**src/rtl/fpu_mul_seq.sv**
```systemverilog
// fpu_mul_seq: multicycle IEEE-754 binary32 multiplier for the FPU path.
// The mantissa product is built with a 24-step shift-add loop, one step per
// cycle, then normalised. NaN/inf/zero operands bypass the loop and are
// resolved as soon as Start is sampled.
// Compile-time option: define FPU_MUL_RNE_EN for round-to-nearest-even in
// the normalise step; the default build truncates (round toward zero).
module fpu_mul_seq (
   input  logic        clk,
   input  logic        reset,
   input  logic        Start,
   input  logic [31:0] SrcA,
   input  logic [31:0] SrcB,
   output logic [31:0] Result,
   output logic [3:0]  Flags,
   output logic        Busy,
   output logic        Done
);

   typedef enum logic [1:0] {
      S_IDLE = 2'd0,
      S_MUL  = 2'd1,
      S_NORM = 2'd2,
      S_DONE = 2'd3
   } state_t;

   state_t             state_q, state_d;
   logic [23:0]        ma_q, ma_d;
   logic [23:0]        mb_q, mb_d;
   logic               sign_q, sign_d;
   logic signed [9:0]  exp_q, exp_d;
   logic [47:0]        prod_q, prod_d;
   logic [4:0]         cnt_q, cnt_d;
   logic               special_q, special_d;
   logic [31:0]        spres_q, spres_d;
   logic [3:0]         spflags_q, spflags_d;
   logic [31:0]        result_q, result_d;
   logic [3:0]         flags_q, flags_d;
   logic               done_q, done_d;

   // Special-case decode of the live operands
   logic               sp_hit_s;
   logic [31:0]        sp_res_s;

   // Normalise/round outputs
   logic [22:0]        norm_mant_s;
   logic signed [9:0]  norm_exp_s;
   logic [22:0]        fin_mant_s;
   logic signed [9:0]  fin_exp_s;
   logic [31:0]        norm_res_s;
   logic               norm_ovf_s;
`ifdef FPU_MUL_RNE_EN
   logic               guard_s;
   logic               sticky_s;
   logic [24:0]        rnd_s;
`endif

   // {N,Z,C,V} for a packed result; NaN reports all flags clear.
   function automatic logic [3:0] mk_flags(input logic [31:0] r, input logic ovf);
      logic is_nan;
      is_nan = (r[30:23] == 8'hFF) && (r[22:0] != 23'd0);
      if (is_nan) begin
         mk_flags = 4'b0000;
      end else begin
         mk_flags = {r[31], (r[30:0] == 31'd0), 1'b0, ovf};
      end
   endfunction

   // Classify the operands for the bypass path (exponent 0 counts as zero).
   always_comb begin
      logic a_zero, b_zero, a_inf, b_inf, a_nan, b_nan, sgn;
      a_zero   = (SrcA[30:23] == 8'h00);
      b_zero   = (SrcB[30:23] == 8'h00);
      a_inf    = (SrcA[30:23] == 8'hFF) && (SrcA[22:0] == 23'd0);
      b_inf    = (SrcB[30:23] == 8'hFF) && (SrcB[22:0] == 23'd0);
      a_nan    = (SrcA[30:23] == 8'hFF) && (SrcA[22:0] != 23'd0);
      b_nan    = (SrcB[30:23] == 8'hFF) && (SrcB[22:0] != 23'd0);
      sgn      = SrcA[31] ^ SrcB[31];
      sp_hit_s = 1'b1;
      if (a_nan || b_nan || (a_inf && b_zero) || (b_inf && a_zero)) begin
         sp_res_s = 32'h7FC0_0000;
      end else if (a_inf || b_inf) begin
         sp_res_s = {sgn, 8'hFF, 23'd0};
      end else if (a_zero || b_zero) begin
         sp_res_s = {sgn, 31'd0};
      end else begin
         sp_res_s = 32'h0000_0000;
         sp_hit_s = 1'b0;
      end
   end

   // Normalise the finished product, round, and range-check the exponent.
   always_comb begin
`ifdef FPU_MUL_RNE_EN
      guard_s  = 1'b0;
      sticky_s = 1'b0;
      rnd_s    = 25'd0;
`endif
      if (prod_q[47]) begin
         norm_mant_s = prod_q[46:24];
         norm_exp_s  = exp_q + 10'sd1;
`ifdef FPU_MUL_RNE_EN
         guard_s     = prod_q[23];
         sticky_s    = |prod_q[22:0];
`endif
      end else begin
         norm_mant_s = prod_q[45:23];
         norm_exp_s  = exp_q;
`ifdef FPU_MUL_RNE_EN
         guard_s     = prod_q[22];
         sticky_s    = |prod_q[21:0];
`endif
      end
`ifdef FPU_MUL_RNE_EN
      rnd_s = {2'b01, norm_mant_s} + {24'd0, guard_s & (sticky_s | norm_mant_s[0])};
      if (rnd_s[24]) begin
         // 1.111..1 rounded up becomes 10.000..0: renormalise.
         fin_mant_s = rnd_s[23:1];
         fin_exp_s  = norm_exp_s + 10'sd1;
      end else begin
         fin_mant_s = rnd_s[22:0];
         fin_exp_s  = norm_exp_s;
      end
`else
      fin_mant_s = norm_mant_s;
      fin_exp_s  = norm_exp_s;
`endif
      if (fin_exp_s >= 10'sd255) begin
         norm_res_s = {sign_q, 8'hFF, 23'd0};
         norm_ovf_s = 1'b1;
      end else if (fin_exp_s <= 10'sd0) begin
         norm_res_s = {sign_q, 31'd0};
         norm_ovf_s = 1'b0;
      end else begin
         norm_res_s = {sign_q, fin_exp_s[7:0], fin_mant_s};
         norm_ovf_s = 1'b0;
      end
   end

   // Next-state and datapath control for IDLE -> MUL -> NORM -> DONE.
   always_comb begin
      state_d   = state_q;
      ma_d      = ma_q;
      mb_d      = mb_q;
      sign_d    = sign_q;
      exp_d     = exp_q;
      prod_d    = prod_q;
      cnt_d     = cnt_q;
      special_d = special_q;
      spres_d   = spres_q;
      spflags_d = spflags_q;
      result_d  = result_q;
      flags_d   = flags_q;
      done_d    = 1'b0;
      case (state_q)
         S_IDLE: begin
            if (Start) begin
               ma_d   = {1'b1, SrcA[22:0]};
               mb_d   = {1'b1, SrcB[22:0]};
               sign_d = SrcA[31] ^ SrcB[31];
               exp_d  = $signed({2'b00, SrcA[30:23]}) + $signed({2'b00, SrcB[30:23]}) - 10'sd127;
               prod_d = 48'd0;
               cnt_d  = 5'd0;
               if (sp_hit_s) begin
                  special_d = 1'b1;
                  spres_d   = sp_res_s;
                  spflags_d = mk_flags(sp_res_s, 1'b0);
                  state_d   = S_DONE;
               end else begin
                  special_d = 1'b0;
                  state_d   = S_MUL;
               end
            end else begin
               state_d = S_IDLE;
            end
         end
         S_MUL: begin
            if (mb_q[cnt_q]) begin
               prod_d = prod_q + ({24'd0, ma_q} << cnt_q);
            end else begin
               prod_d = prod_q;
            end
            if (cnt_q == 5'd23) begin
               state_d = S_NORM;
            end else begin
               cnt_d = cnt_q + 5'd1;
            end
         end
         S_NORM: begin
            result_d = norm_res_s;
            flags_d  = mk_flags(norm_res_s, norm_ovf_s);
            done_d   = 1'b1;
            state_d  = S_DONE;
         end
         S_DONE: begin
            // Bypass results were staged in IDLE and are published here.
            if (special_q) begin
               result_d  = spres_q;
               flags_d   = spflags_q;
               done_d    = 1'b1;
               special_d = 1'b0;
            end else begin
               special_d = 1'b0;
            end
            state_d = S_IDLE;
         end
         default: begin
            state_d = S_IDLE;
         end
      endcase
   end

   // State and datapath registers with synchronous reset.
   always_ff @(posedge clk) begin
      if (reset) begin
         state_q   <= S_IDLE;
         ma_q      <= 24'd0;
         mb_q      <= 24'd0;
         sign_q    <= 1'b0;
         exp_q     <= 10'sd0;
         prod_q    <= 48'd0;
         cnt_q     <= 5'd0;
         special_q <= 1'b0;
         spres_q   <= 32'd0;
         spflags_q <= 4'd0;
         result_q  <= 32'd0;
         flags_q   <= 4'd0;
         done_q    <= 1'b0;
      end else begin
         state_q   <= state_d;
         ma_q      <= ma_d;
         mb_q      <= mb_d;
         sign_q    <= sign_d;
         exp_q     <= exp_d;
         prod_q    <= prod_d;
         cnt_q     <= cnt_d;
         special_q <= special_d;
         spres_q   <= spres_d;
         spflags_q <= spflags_d;
         result_q  <= result_d;
         flags_q   <= flags_d;
         done_q    <= done_d;
      end
   end

   assign Result = result_q;
   assign Flags  = flags_q;
   assign Done   = done_q;
   assign Busy   = (state_q != S_IDLE);

endmodule

```
**config.mk**
```make
export PLATFORM = sky130hd
export DESIGN_NAME = fpu_mul_seq
export DESIGN_NICKNAME = d
export VERILOG_FILES = /design/src/rtl/fpu_mul_seq.sv
export SDC_FILE = /design/constraint.sdc
export NUM_CORES = 1
export LEC_CHECK = 0
export CORE_MARGIN = 1
export CORE_UTILIZATION = 55
export CTS_CLUSTER_SIZE = 16
export DETAILED_ROUTE_END_ITERATION = 10
export PLACE_DENSITY = 0.78
export SYNTH_ARGS = -nofsm -noshare
export SYNTH_HDL_FRONTEND = slang
export SYNTH_SLANG_ARGS = --single-unit
```
**constraint.sdc**
```tcl
create_clock -name clk -period 6 [get_ports clk]
set_input_delay 1.2 -clock clk [delete_from_list [all_inputs] [get_ports clk]]
set_output_delay 1.2 -clock clk [all_outputs]
set_load 0.02 [all_outputs]
```
### Yosys cells after proc, flatten, opt, wreduce, memory -nomap -nowiden

Index checks and enable logic that the tools add are counted.

| cells by class | value |
|---|---|
| eq/ne operators | 13 |
| add/subtract/negate cells | 5 |
| muxes and demuxes | 34 |
| bitwise operators | 1 |
| reduce and logical (&&, ||, !) cells | 34 |
| magnitude comparators | 3 |
| shift-type cells | 1 |

Operators by type and width:

| cell | number |
|---|---|
| 32-bit 2-to-1 mux | 4 |
| 48-bit 2-to-1 mux | 2 |
| 48-bit one-hot mux with 2 select lines | 1 |
| 23-bit nonzero test | 4 |
| 32-bit one-hot mux with 2 select lines | 1 |
| 31-bit logical NOT | 2 |
| 31-bit 2-to-1 mux | 2 |
| 48-bit adder | 1 |
| 24-bit by 5-bit left shift with 48-bit output | 1 |
| 23-bit logical NOT | 2 |
| 8-bit equality test, second input constant | 4 |
| 23-bit 2-to-1 mux | 1 |
| 8-bit logical NOT | 2 |
| 4-bit 2-to-1 mux | 3 |
| 10-bit by 2-bit adder with 10-bit output, second input constant | 1 |
| 10-bit by 9-bit greater-or-equal comparator with 1-bit output, second input constant | 1 |
| 10-bit by 1-bit less-or-equal comparator with 1-bit output, second input constant | 1 |
| 10-bit 2-to-1 mux | 1 |
| 5-bit 2-to-1 mux | 2 |
| 2-bit inequality test, second input constant | 5 |
| 5-bit one-hot mux with 2 select lines | 1 |
| 9-bit by 7-bit subtractor with 10-bit output, second input constant | 1 |
| 8-bit by 8-bit adder with 9-bit output | 1 |
| 3-bit AND reduction | 3 |
| 17 further kinds | 44 |

| word-level totals | value |
|---|---|
| word-level logic and storage cells | 104 |
| output and inout bits | 38 |
| bits of input ports | 67 |
| register bits | 188 |

### Depth between registers and ports, before layout

| logic depth | value |
|---|---|
| depth after elaboration | 9 |
| gate-level depth with buffers | 22 |
| mapped depth without buffers | 19 |

### Worst setup path before layout

No wires, ideal clock.

| timing path | value |
|---|---|
| path kind | register to register |
| start | register cnt_q[0] |
| end | register prod_q[47] |
| path slack | 1567 ps |
| library setup time | 117 ps |
| cell stages (with the launch flop) | 21 |
| buffers on the path | 5 |
| data required time | 5883 ps |
| arrival | 4316 ps |
| period minus slack after synthesis | 4433 ps |
| cell sequence | dfxtp_1 -> buf_4 -> buf_2 -> clkbuf_1 -> buf_1 -> nand2_1 -> o21ai_0 -> mux2i_1 -> o21ai_0 -> o22ai_1 -> ha_1 -> clkbuf_1 -> a21oi_1 -> o21ai_0 -> or4_1 -> nor3_2 -> nor3_1 -> o31ai_2 -> o21ai_0 -> xnor2_1 -> a22o_1 |

| on the way | value |
|---|---|
| word-level cells in the longest chain between the ends | 4 |
| elaborated cells between the ends (all ways) | 8 |
| those cells by class | add/sub (1); eq/ne (1); shift (1); mux (4); reduce/logical (1) |

RTL lines:

| element | RTL line | text |
|---|---|---|
| start: declaration | 32 | `logic [4:0] cnt_q, cnt_d;` |
| start signal: assignment | 235 | `cnt_q <= cnt_d;` |
| 24-bit by 5-bit left shift with 48-bit output or 1-bit binary-select mux with 5-bit select (tied branches) | 178, 177 |  |
| 48-bit adder or 1-bit 2-to-1 mux (tied branches) | 178, 177 |  |
| 48-bit 2-to-1 mux or 2-bit inequality test (tied branches) | n/a |  |
| 48-bit one-hot mux with 2 select lines or 3-bit AND reduction (tied branches) | n/a |  |
| end signal: assignment | 234 | `prod_q <= prod_d;` |
| end: declaration | 31 | `logic [47:0] prod_q, prod_d;` |

Parallel ways exist; a longest one is shown, timed or not. The select of a mux whose other input is x is not followed.
A chain may end at the register's enable or synchronous reset.

### Worst setup path in the final report

Same ends and word-level chain as after synthesis.

==> impl_metrics.csv <==
group,metric,value,unit
status,run_status,"complete, no violations",
pwr,power_density,268,mW/mm2
setup_path,cp.arrival,5510,ps
timing,slew_headroom,30.7,%
route,drt_iter0_drc,1010,
synth,ys_seq_area_share,28.1,%
global_route,grt_max_degree,92,
placed_design,portBuffers,103,
setup_path,start_kind,"register",
layout,layout_common_cells,"255 x nand2_1, 169 x a21oi_1, 155 x dfxtp_1",
pwr,ir_worst_vdd,0.000231,V
setup_path,cpMostUsedCell,"o21ai_0",
layout,layout-drive-gt1-share,5.42,%
clocking,ctsResizeCount,0,
clocking,post_cts_buffers,0,
clocking,cts_tree,"built",
placed_design,place_congestion,1.01,
timing,setup_viol,0,
timing,grt_setup_unrepaired,"false",
clocking,holdBufCountCts,0,
setup_path,path_max_fanout,33,
setup_path,crit_required,6330,ps
floorplanning,core,0.0195,mm2
timing,fmax,193,MHz
floorplanning,ioPinCount,105,
synth,syn_nets,1598,
timing,finalMaxSlewViolations,0,
layout,fin_nets,1636,
clocking,path_clk_slew,70,ps
synth,yosysWarnings,0,
setup_path,cpPeakStageDelay,750,ps
route,wl,29900,um
synth,synthCells,1461,
route,viasPerCell,6.02,
timing,post-route-period-util,86.3,%
floorplanning,die_h,144,um
timing,final_hold_viol_count,0,
global_route,grt_overflow,0,
layout,design_area,0.0127,mm2
placed_design,place_ws,1030,ps
global_route,grt_usage,30.3,%
timing,min_period,5180,ps
clocking,cts_buffers,17,
timing,finalSetupTns,0,ps
synth,ys_types,72,
synth,syn_avg_cell_area,7.55,um2
synth,netlist_area,0.0110,mm2
synth,async_flop_share,0,%
timing,worstMarginPinSlew,1040,ps
setup_path,cp_top_family,"compound AO/OA/AOI/OAI gates",
synth,synthFlopType,"dfxtp_1",
placed_design,place_area,0.0121,mm2
route,dr_total_vias,10699,
layout,final_common_cell,"nand2_1",
global_route,antenna_found_initial,0,
floorplanning,die_x,144,um
layout,fill_cells,1731,
pwr,p_leak,4.82,nW
job,maxCapViolCount,0,
synth,postSynthRegisterBits,155,
clocking,cts_sinks,155,
synth,synth_edf_count,0,
timing,skew,11.6,ps
layout,syn2layout_area_growth,15.0,%
floorplanning,dieArea,0.0206,mm2
setup_path,cp_cell_sequence,"buf_4 -> clkinv_1 -> o21ai_0 -> o21ai_0 -> o21ai_0 -> nor2_1 -> a21oi_1 -> ha_1 -> a21oi_1 -> o21ai_1 -> a2111oi_0 -> nor3_1 -> o31ai_2 -> o21ai_0 -> xnor2_1 -> a22o_1",
floorplanning,start_util,56.5,%
route,ant_nets,0,
clocking,root_buffer,"clkbuf_16",
setup_path,slowest_stage,"a2111oi_0",
clocking,cts_max_path_buffers,2,
setup_path,crit_type,"reg2reg",
placed_design,hpwl,22200,um
route,drc,0,
floorplanning,rows,51,
global_route,grt_pass1_vias,9986,
timing,setup_ws,821,ps
route,drt_pass1_iterations,6,
setup_path,setup.worst_path.end_class,"register",
clocking,worstSkewPairLatency,440,ps
layout,post-route-util,65.0,%
global_route,grt_first_pass_wirelength,49600,um
route,wl_per_cell,16.8,um
layout,diodes,0,
worst_hold_path,holdCritPathClass,"reg2reg",
clocking,htreeDepth,4,
setup_path,cp.buffers_inverters,2,
-- worst min-delay path: cells and delay by family (launching register included) --
| kind | cells | cell delay [ps] |
|---|---|---|
| AO/OA/AOI/OAI | 1 | 50 |
| flip-flops | 1 | 310 |
| AND/OR/NAND/NOR | 1 | 50 |
-- area by class of cell --
class / count / area [um2] / share of cell area, %
timing repair buffer: 116 / 1130 / 8.88
clock buffer: 17 / 425 / 3.35
tap: 265 / 332 / 2.61
multi-input combinational: 1173 / 7390 / 58.3
sequential: 155 / 3100 / 24.5
inverter: 36 / 135 / 1.07
clock inverter: 15 / 168 / 1.32
-- state kept, by name (all words and copies together), names as in the netlist --
signal and count:
sign_q 1, Flags 3, spflags_q 2, special_q 1
state_q 2, Done 1, prod_q 48, Result 32
exp_q 10, mb_q 23, spres_q 3, ma_q 24
cnt_q 5
-- path summary, 6_finish.rpt --
| path | depth (start not counted) | endpoint | slack [ps] | startpoint |
|---|---|---|---|---|
| setup reg to reg | 16 | prod_q[47] | 820 | cnt_q[0] |
| hold reg to reg | 2 | spflags_q[3] | 460 | spflags_q[3] |
| hold / removal | 2 | spflags_q[3] | 460 | spflags_q[3] |
| setup / recovery | 16 | prod_q[47] | 820 | cnt_q[0] |
-- synth_stat cells, types with 4 or more instances --
cell	n	area, um2
buf_1	12	45.0
or3_1	7	43.8
a2bb2oi_1	24	210
o2111ai_1	4	35.0
o21ai_0	63	315
o31ai_1	6	45.0
mux2_2	8	90.1
nand4_1	30	188
o22ai_1	15	93.8
xor2_1	21	184
nand2b_1	8	50.1
mux4_2	15	338
nand3b_1	5	37.5
o21a_1	4	30.0
o21bai_1	14	105
mux2i_1	62	621
a21o_1	25	188
nor2_1	141	529
nor2b_1	8	50.1
a21oi_1	171	856
a22oi_1	12	90.1
a211oi_1	9	67.6
inv_1	35	131
nand2_1	255	957
buf_2	6	30.0
clkbuf_1	72	270
o211ai_1	6	45.0
xnor2_1	38	333
a31oi_1	10	62.6
buf_4	6	45.0
nor3_1	26	130
and2_1	9	56.3
dfxtp_1	155	3100
nor4_1	18	113
nand3_1	34	170
and3_1	7	43.8
ha_1	68	851
-- layer usage --
metal	GRT usage (%)	vias to the layer above	wire (um)
met1	40.2	4974	13400
met2	50.0	352	14000
met4	9.29	0	677
met5	0	-	0
li1	-	5312	-
met3	5.36	61	1900
-- per-stage QoR --
stage	total power, W	hold WS [ps]	std cells
floorplan	0.00200	433	1461
global route	0.00359	478	1777
global placement	0.00230	442	1745
CTS	0.00340	457	1777
detailed placement	0.00232	447	1745
finish	0.00340	456	1777
-- cell families (layout without fill, tap and decap cells) --
logic type                 after synthesis  after routing  share of synthesized area [%]
xor gates and xnor gates                59             59                           4.69
muxes                                   85             85                           9.51
and+or+nand+nor                        558            558                           22.2
adders and majority gates               70             70                           8.08
other                                    1              1                         0.0340
buffers and inverters                  133            184                           4.87
AOI/OAI and AO/OA                      400            400                           22.5
DFF                                    155            155                           28.1
-- where the power goes --
group	total (W)	switching [W]	internal (W)
Combinational	0.00110	0.000691	0.000405
Sequential	0.00121	0.0000873	0.00113
Clock	0.00109	0.000523	0.000563
Total	0.00340	0.00130	0.00210
(Power assumes the default switching activity.)
